<file path="config.mk">
export PLATFORM = sky130hd
export DESIGN_NAME = add_arbiter
export DESIGN_NICKNAME = d
export VERILOG_FILES = /design/src/rtl/proc_pkg.sv /design/src/rtl/rr_arbiter.sv /design/src/rtl/add_arbiter.sv
export SDC_FILE = /design/constraint.sdc
export NUM_CORES = 1
export LEC_CHECK = 0
export CORE_MARGIN = 2
export CORE_UTILIZATION = 44
export DETAILED_ROUTE_END_ITERATION = 6
export PLACE_DENSITY = 0.92
export SLEW_MARGIN = 0
export SYNTH_ARGS = -nofsm -noshare
export SYNTH_HDL_FRONTEND = slang
export SYNTH_HIERARCHICAL = 1
export SYNTH_SLANG_ARGS = --single-unit
</file>
<file path="constraint.sdc">
create_clock -name clk -period 11.6 [get_ports clk]
set_input_delay 2.32 -clock clk [delete_from_list [all_inputs] [get_ports clk]]
set_output_delay 2.32 -clock clk [all_outputs]
set_load 0.02 [all_outputs]
</file>
<file path="src/rtl/proc_pkg.sv">
// Shared constants for the add_arbiter slice: FSM state encoding and default sizing.
package proc_pkg;

    // FSM encoding: IDLE = no result held, HOLD = result held on the response port
    localparam logic [0:0] IDLE = 1'b0;
    localparam logic [0:0] HOLD = 1'b1;

    localparam int unsigned DEFAULT_WIDTH = 32;
    localparam int unsigned DEFAULT_NREQ  = 4;

endpackage

</file>
<file path="src/rtl/rr_arbiter.sv">
// Round-robin grant selection: picks the first set request at or after ptr,
// wrapping from NREQ-1 back to 0.
// Ports:
//   req   - request vector
//   ptr   - search start index (always < NREQ)
//   grant - one-hot-or-zero grant
//   idx   - index of the granted request (0 when none)
//   any   - at least one request is set
module rr_arbiter
    import proc_pkg::*;
#(
    parameter int unsigned NREQ = DEFAULT_NREQ
) (
    input  logic [NREQ-1:0]         req,
    input  logic [$clog2(NREQ)-1:0] ptr,
    output logic [NREQ-1:0]         grant,
    output logic [$clog2(NREQ)-1:0] idx,
    output logic                    any
);

    localparam int unsigned IDW = $clog2(NREQ);

    int unsigned cand;

    // Walk the requests starting at ptr; the first hit wins.
    always_comb begin
        grant = '0;
        idx   = '0;
        any   = 1'b0;
        cand  = 0;
        for (int unsigned k = 0; k < NREQ; k++) begin
            cand = 32'(ptr) + k;
            if (cand >= NREQ) begin
                cand = cand - NREQ;
            end
            if (!any && req[cand[IDW-1:0]]) begin
                any                = 1'b1;
                grant[cand[IDW-1:0]] = 1'b1;
                idx                = cand[IDW-1:0];
            end
        end
    end

endmodule

</file>
<file path="src/rtl/add_arbiter.sv">
// NREQ requesters share one adder. A round-robin arbiter grants one requester
// per accept cycle; its sum is registered and held until the consumer takes it.
// Optional macro ADD_ARBITER_FLAGS_EN adds registered carry / signed-overflow flags.
// Ports:
//   clk, rst_n  - clock, asynchronous active-low reset
//   req_valid   - per-requester operand valid
//   req_a/req_b - packed operands, requester i at [i*WIDTH +: WIDTH]
//   req_ready   - one-hot-or-zero acceptance strobe (same cycle as the grant)
//   rsp_valid   - a result is held
//   rsp_id      - owner of the held result
//   rsp_sum     - held sum, modulo 2^WIDTH
//   rsp_ready   - consumer takes the held result
//   rsp_carry   - (ADD_ARBITER_FLAGS_EN) carry out of the MSB
//   rsp_ovf     - (ADD_ARBITER_FLAGS_EN) signed overflow
module add_arbiter
    import proc_pkg::*;
#(
    parameter int unsigned NREQ  = DEFAULT_NREQ,
    parameter int unsigned WIDTH = DEFAULT_WIDTH
) (
    input  logic                    clk,
    input  logic                    rst_n,
    input  logic [NREQ-1:0]         req_valid,
    input  logic [NREQ*WIDTH-1:0]   req_a,
    input  logic [NREQ*WIDTH-1:0]   req_b,
    output logic [NREQ-1:0]         req_ready,
    output logic                    rsp_valid,
    output logic [$clog2(NREQ)-1:0] rsp_id,
    output logic [WIDTH-1:0]        rsp_sum,
    input  logic                    rsp_ready
`ifdef ADD_ARBITER_FLAGS_EN
    ,
    output logic                    rsp_carry,
    output logic                    rsp_ovf
`endif
);

    localparam int unsigned IDW = $clog2(NREQ);

    logic [0:0]      state_q;
    logic [0:0]      state_d;
    logic            acc_c;
    logic            fire_c;
    logic [NREQ-1:0] grant;
    logic [IDW-1:0]  grant_idx;
    logic            grant_any;
    logic [IDW-1:0]  rr_ptr;
    logic [WIDTH-1:0] op_a;
    logic [WIDTH-1:0] op_b;

    rr_arbiter #(.NREQ(NREQ)) u_rr (
        .req   (req_valid),
        .ptr   (rr_ptr),
        .grant (grant),
        .idx   (grant_idx),
        .any   (grant_any)
    );

    // State register
    always_ff @(posedge clk or negedge rst_n) begin
        if (!rst_n) begin
            state_q <= IDLE;
        end else begin
            state_q <= state_d;
        end
    end

    // Next state and acceptance strobe; rst_n gate keeps req_ready low during reset
    always_comb begin
        state_d   = state_q;
        acc_c     = 1'b0;
        fire_c    = 1'b0;
        req_ready = '0;
        acc_c     = (state_q == IDLE) || ((state_q == HOLD) && rsp_ready);
        fire_c    = acc_c && grant_any && rst_n;
        if (fire_c) begin
            req_ready = grant;
        end
        case (state_q)
            IDLE:    if (fire_c) state_d = HOLD;
            HOLD:    if (rsp_ready && !fire_c) state_d = IDLE;
            default: state_d = IDLE;
        endcase
    end

    assign rsp_valid = (state_q == HOLD);

    // Operand select feeding the single shared adder
    always_comb begin
        op_a = '0;
        op_b = '0;
        for (int unsigned i = 0; i < NREQ; i++) begin
            if (grant_idx == IDW'(i)) begin
                op_a = req_a[i*WIDTH +: WIDTH];
                op_b = req_b[i*WIDTH +: WIDTH];
            end
        end
    end

`ifdef ADD_ARBITER_FLAGS_EN
    logic [WIDTH:0] sum_ext;
    logic           ovf_c;

    assign sum_ext = {1'b0, op_a} + {1'b0, op_b};
    // Signed overflow: same-sign operands producing a result of the other sign
    assign ovf_c   = (op_a[WIDTH-1] == op_b[WIDTH-1]) && (sum_ext[WIDTH-1] != op_a[WIDTH-1]);

    always_ff @(posedge clk or negedge rst_n) begin
        if (!rst_n) begin
            rsp_carry <= 1'b0;
            rsp_ovf   <= 1'b0;
        end else if (fire_c) begin
            rsp_carry <= sum_ext[WIDTH];
            rsp_ovf   <= ovf_c;
        end
    end

    wire [WIDTH-1:0] sum_c = sum_ext[WIDTH-1:0];
`else
    wire [WIDTH-1:0] sum_c = op_a + op_b;
`endif

    // Result capture and round-robin pointer advance on each grant
    always_ff @(posedge clk or negedge rst_n) begin
        if (!rst_n) begin
            rsp_sum <= '0;
            rsp_id  <= '0;
            rr_ptr  <= '0;
        end else if (fire_c) begin
            rsp_sum <= sum_c;
            rsp_id  <= grant_idx;
            rr_ptr  <= (grant_idx == IDW'(NREQ - 1)) ? '0 : grant_idx + IDW'(1);
        end
    end

endmodule

</file>
; Word level (Yosys, flattened, before mapping)
; Cells that the tools add are included.
[totals]
regBits = 37
latch_bits = 0
mem_bits_rw = 0
romBits = 0
inputBits = 263
output_inout_bits = 39
elab_cells = 94
memories = 0
[op_classes]
add_sub_neg = 9
n_mul = 0
div = 0
magnitude_cmp = 12
eq_ne = 3
n_shift = 0
muxes = 45
bitwise = 4
reduce_logical = 17
[op_table]
columns = op, n
row1 = 2-to-1 mux 32 bit, 8
row2 = adder 32 bit, 1
row3 = 2-to-1 mux 4 bit, 5
row4 = 2-to-1 mux 2 bit, 9
row5 = 2-to-1 mux 1 bit, 14
row6 = less-than comparator 2 x 3 -> 1 bit (second input constant), 4
row7 = bitwise OR 4 bit, 3
row8 = logical AND 1 bit, 11
row9 = greater-or-equal comparator 3 bit (second input constant), 3
row10 = binary-select mux 1 bit (select 2 bit), 4
row11 = demux 1 bit (select 2 bit), 4
row12 = greater-or-equal comparator 2 x 1 -> 1 bit (second input constant), 4
row13 = subtractor 2 x 1 -> 2 bit (second input constant), 4
row14 = adder 2 x 2 -> 3 bit (second input constant), 2
row15 = equality test 2 bit (second input constant), 2
row16 = logical NOT 1 bit, 4
row17 = adder 2 x 1 -> 3 bit (second input constant), 1
row18 = greater-or-equal comparator 2 x 3 -> 1 bit (second input constant), 1
row19 = adder 2 x 1 -> 2 bit (second input constant), 1
row20 = equality test 2 x 1 -> 1 bit (second input constant), 1
row21 = logical NOT 2 bit, 1
row22 = one-hot mux 1 bit (2 select lines), 1
row23 = logical OR 1 bit, 1
row24 = inverter 1 bit, 1

; Longest topological paths before layout
[depth]
word_depth = 20
depth_mapped = 27
depth_no_buf = 23

; Modules after synthesis
; The synthesis kept the hierarchy.
[modules_own_cells]
columns = mod, n_inst, cells_each, area_per_inst_um2, seq_area_each_um2
row1 = add_arbiter, 1, 890, 5325.1, 925.9
row2 = rr_arbiter, 1, 45, 421.7, 0.0

; Worst setup path before layout
; No wires, ideal clock.
[synth_timing]
path_kind = in2reg
from = input req_valid[2]
to = register rsp_sum[28]
setup_time_ns = 0.126
arrival_ns = 6.852
required_ns = 11.474
slack_ns = 4.622
cell_stages = 23
path_buffers = 4
path_cell_list = mux4_2 buf_6 nor4b_4 nor2_1 a32o_1 inv_1 ha_1 clkbuf_1 clkbuf_1 clkbuf_1 a21oi_1 nor2_1 a21oi_1 o21ai_0 ha_1 fa_1 a211oi_1 o21a_1 nor4_2 o21a_2 nor3_2 or3_1 a221o_1
[synth_between]
elab_chain_len = 18
elab_cells_between_ends = 37
classes_between = add/sub (1) / eq/ne (3) / mux (24) / reduce/logical (9)
[synth_rtl]
columns = item, line
row1 = "start, declared", add_arbiter.sv:23  ; input logic [NREQ-1:0] req_valid,
row2 = binary-select mux 1 bit (select 2 bit), rr_arbiter.sv:36  ; if (!any && req[cand[IDW-1:0]]) begin
row3 = 2-to-1 mux 1 bit (not written as such), rr_arbiter.sv:36
row4 = 2-to-1 mux 1 bit, rr_arbiter.sv:36
row5 = logical NOT 1 bit, rr_arbiter.sv:36
row6 = logical AND 1 bit, rr_arbiter.sv:36
row7 = 2-to-1 mux 1 bit, rr_arbiter.sv:36
row8 = logical NOT 1 bit, rr_arbiter.sv:36
row9 = logical AND 1 bit, rr_arbiter.sv:36
row10 = 2-to-1 mux 1 bit, rr_arbiter.sv:36
row11 = logical NOT 1 bit, rr_arbiter.sv:36
row12 = logical AND 1 bit, rr_arbiter.sv:36
row13 = 2-to-1 mux 2 bit *, rr_arbiter.sv:36
row14 = named net grant_idx[1], add_arbiter.sv:45  ; logic [IDW-1:0] grant_idx;
row15 = logical NOT 2 bit, add_arbiter.sv:93  ; if (grant_idx == IDW'(i)) begin
row16 = 2-to-1 mux 32 bit (4 in series), add_arbiter.sv:93
row17 = adder 32 bit *, add_arbiter.sv:120  ; wire [WIDTH-1:0] sum_c = op_a + op_b;
row18 = "end signal, assigned", add_arbiter.sv:130  ; rsp_sum <= sum_c;
row19 = "end, declared", add_arbiter.sv:29  ; output logic [WIDTH-1:0] rsp_sum,
; Mark *: on every way through the listed nets, which the timed path passes. The rest lies on a longest branch. The select of a mux whose other input is x is not followed.
; A chain may end at the register's enable or synchronous reset.

; Worst setup path after layout
[layout_timing]
from = input req_valid[2]
to = register rsp_sum[14]
; Same word-level chain as after synthesis.

==> key figures <==
Logic synthesis
  – Synth cell count leaders: nand2_1, a21oi_1, nor2_1, o21ai_0, clkbuf_1
  – Register bit total from synthesis: 37
  – Netlist cell types: 65
  – Syn. warnings: 6
  – Seq/Total Area, Yosys: 16.11%
  – Syn avg cell area: 6.146 um^2
  – EDFF count, synth: 0
  – Mapped Cells: 935
  – Count leader, synth: nand2_1
  – Leading area contributor after synthesis: dfrtp_1
  – Asr flop ratio synth: 100.0%
  – Top_reg_cell synth: dfrtp_1
  – Mapped Area: 5747 um^2
  – Top cell type's share of synthesized area: 16.11%
  – Largest cells by area after synthesis: dfrtp_1, a21oi_1, nand2_1, nor2_1, ha_1
  – Syn nets: 1239

Clocking
  – CTS Hold Buffers Added: 0
  – Clock slew at reported path FFs: 0.06 ns
  – Resized cells post-CTS: 0
  – Cts bufs inserted: 5
  – H-tree depth: 2
  – Root cell of the clock tree: clkbuf_16
  – Num Clock Sinks: 37
  – Setup bufs post-CTS: 0
  – TritonCTS clock tree: yes
  – Clk_lat worst skew: 0.28 ns
  – CTS Buffer Depth: 2

Timing
  – Max frequency: 120.4 MHz
  – Final min period: 8.306 ns
  – Final cycle utilization of the critical path: 71.61%
  – Final Max Tran Viols: 0
  – Worst slew pin tran: 0.9526 ns
  – Final hold violations: 0
  – RSZ-0062 raised after global routing: no
  – Slew margin rel.: 35.95%
  – Clock Skew: 0.001365 ns
  – Final setup vio count: 0
  – Total negative slack: 0 ns

Finish
  – Final nets: 1486
  – ANT cells: 0
  – Layout cells sized above 1: 2.705%
  – Area grow syn2layout: 55.50%

Route
  – Number of DRC markers in iteration 0: 594
  – Vias/cell: 5.516
  – DRC viols: 0
  – Routed WL per cell: 15.97 um
  – Routed via count: 7474
  – Routed WL: 21.64 mm
  – ANT nets after route: 0
  – First-pass DRT Iterations: 5

Critical path
  – Setup Crit Path Kind: primary input to flip-flop
  – Critical Path Start Type: primary input
  – Worst Path Arrival: 8.45 ns
  – Reg-to-Reg End: rsp_sum[14]$_DFFE_PN0P_
  – Crit path from: req_valid[2]
  – R2r worst-path depth: 22
  – CP Capture Type: flip-flop
  – Worst r2r src: rr_ptr[0]$_DFFE_PN0P_
  – FF-to-FF setup slack: 4.83 ns
  – Crit path max fanout: 70
  – Worst Setup EP: rsp_sum[14]$_DFFE_PN0P_
  – CP required: 11.74 ns

Floorplanning
  – Die area: 13990 um^2
  – Row cnt: 41
  – Core Footprint: 12670 um^2
  – Initial core utilization: 45.35%
  – Chip height: 118.3 um
  – IO Pins: 302
  – Die W: 118.3 um

GRT
  – Total GRT Usage: 29.84%
  – Number of global-route vias before repair: 6822
  – First-pass GRT wire length: 34.33 mm
  – GR Overflow Total: 0
  – Pin count of the biggest net entering global routing: 73
  – Initial antenna violation count: 0

Placement
  – Port bufs: 301
  – DP HPWL: 17.30 mm
  – Placer congestion estimate: 0.9393

Status
  – Status: complete, no violations

Hold path
  – Worst Hold Class: flip-flop to flip-flop

Run
  – MaxCap Viol Count: 0
[sequential cells by signal (all words and copies together), names as in the netlist]
signal,cells
rsp_sum,32
rsp_id,2
rr_ptr,2
rsp_valid,1
[routing by layer]
layer  up-vias  wire length (um)  GRT usage, %
li1       3766                 -             -
met1      3317              9051         38.37
met2       347             10200         50.83
met3        44              1848         5.743
met4         0               548         8.208
met5         -                 0             0
[how the worst min path moves through the flow]
stage                            startpoint                 endpoint  slack [ns]  cells past startpoint
global route         rsp_sum[9]$_DFFE_PN0P_   rsp_sum[9]$_DFFE_PN0P_        0.49                      2
detailed placement  rsp_sum[23]$_DFFE_PN0P_  rsp_sum[23]$_DFFE_PN0P_        0.46                      2
CTS                 rsp_sum[23]$_DFFE_PN0P_  rsp_sum[23]$_DFFE_PN0P_        0.48                      2
finish              rsp_sum[23]$_DFFE_PN0P_  rsp_sum[23]$_DFFE_PN0P_        0.47                      2
global placement    rsp_sum[23]$_DFFE_PN0P_  rsp_sum[23]$_DFFE_PN0P_        0.45                      2
floorplan             rr_ptr[0]$_DFFE_PN0P_    rr_ptr[0]$_DFFE_PN0P_        0.55                      2
[worst max-delay path, cell delays in order]
cell             delay (ns)
clkdlybuf4s50_1        0.48
mux4_1                 0.63
nor2b_1                0.15
nor2_1                 0.05
o31ai_1                0.77
ha_4                   0.70
buf_4                  0.56
nor2_1                 0.11
a21oi_1                0.13
nor2_1                 0.05
a21oi_1                0.13
o21ai_0                0.10
ha_1                   0.41
a211oi_1               0.33
o21a_1                 0.25
o31ai_2                0.10
a2111oi_0              0.67
o41ai_1                0.18
xnor2_1                0.17
o21ai_1                0.07
[cell usage in the layout (no fill, tap or decap), types with 2 or more instances in the layout]
master,instances
a211o_1,5
a211oi_1,6
a21o_1,21
a21oi_1,154
a221o_1,2
a22oi_1,8
a31oi_1,4
and2_1,5
and3_1,4
buf_4,7
clkbuf_16,5
clkdlybuf4s50_1,300
clkinv_2,2
dfrtp_1,37
ha_1,36
ha_4,3
inv_1,15
mux2i_1,4
mux4_1,2
mux4_2,2
nand2_1,186
nand2b_1,4
nand3_1,13
nand4_1,12
nor2_1,151
nor2b_1,3
nor3_1,6
o211ai_1,5
o21a_1,7
o21ai_0,87
o21ai_1,19
o21bai_1,2
o31ai_1,6
or3_1,7
xnor2_1,9
xor2_1,10
[through the flow]
| stage | std cells | utilization, % | worst slack (ns) | hold WS [ns] | area [um^2] |
|---|---|---|---|---|---|
| floorplan | 935 | - | 4.622 | 0.5484 | 5747 |
| global placement | 1347 | 69.40 | 3.336 | 0.4547 | 8793 |
| detailed placement | 1347 | 69.40 | 3.235 | 0.4646 | 8793 |
| CTS | 1355 | 70.52 | 3.499 | 0.4773 | 8936 |
| global route | 1355 | 70.52 | 2.835 | 0.4934 | 8936 |
| finish | 1355 | 70.52 | 3.294 | 0.4726 | 8936 |
[cell type report]
cell class | count | area (um^2)
repair buffers | 308 | 3060
inverters | 15 | 56.30
fillers | 1101 | 3735
multi-input cells | 815 | 4536
flip-flops and latches | 37 | 925.9
clock buffers | 5 | 125.1
well taps | 172 | 215.2
clock inverters | 3 | 17.52
[logic make-up after synthesis]
family                     Yosys count  synth area share, %
AOI/OAI and AO/OA                  343                34.16
xor gates and xnor gates            19                2.896
adders and majority gates           41                9.057
buffers and inverters               83                5.748
DFF                                 37                16.11
muxes                                9                2.591
and+or+nand+nor                    403                29.44
Power is left out: the tool's default activity adds up to more than one toggle a clock period on the data nets, which glitch-free logic cannot reach.
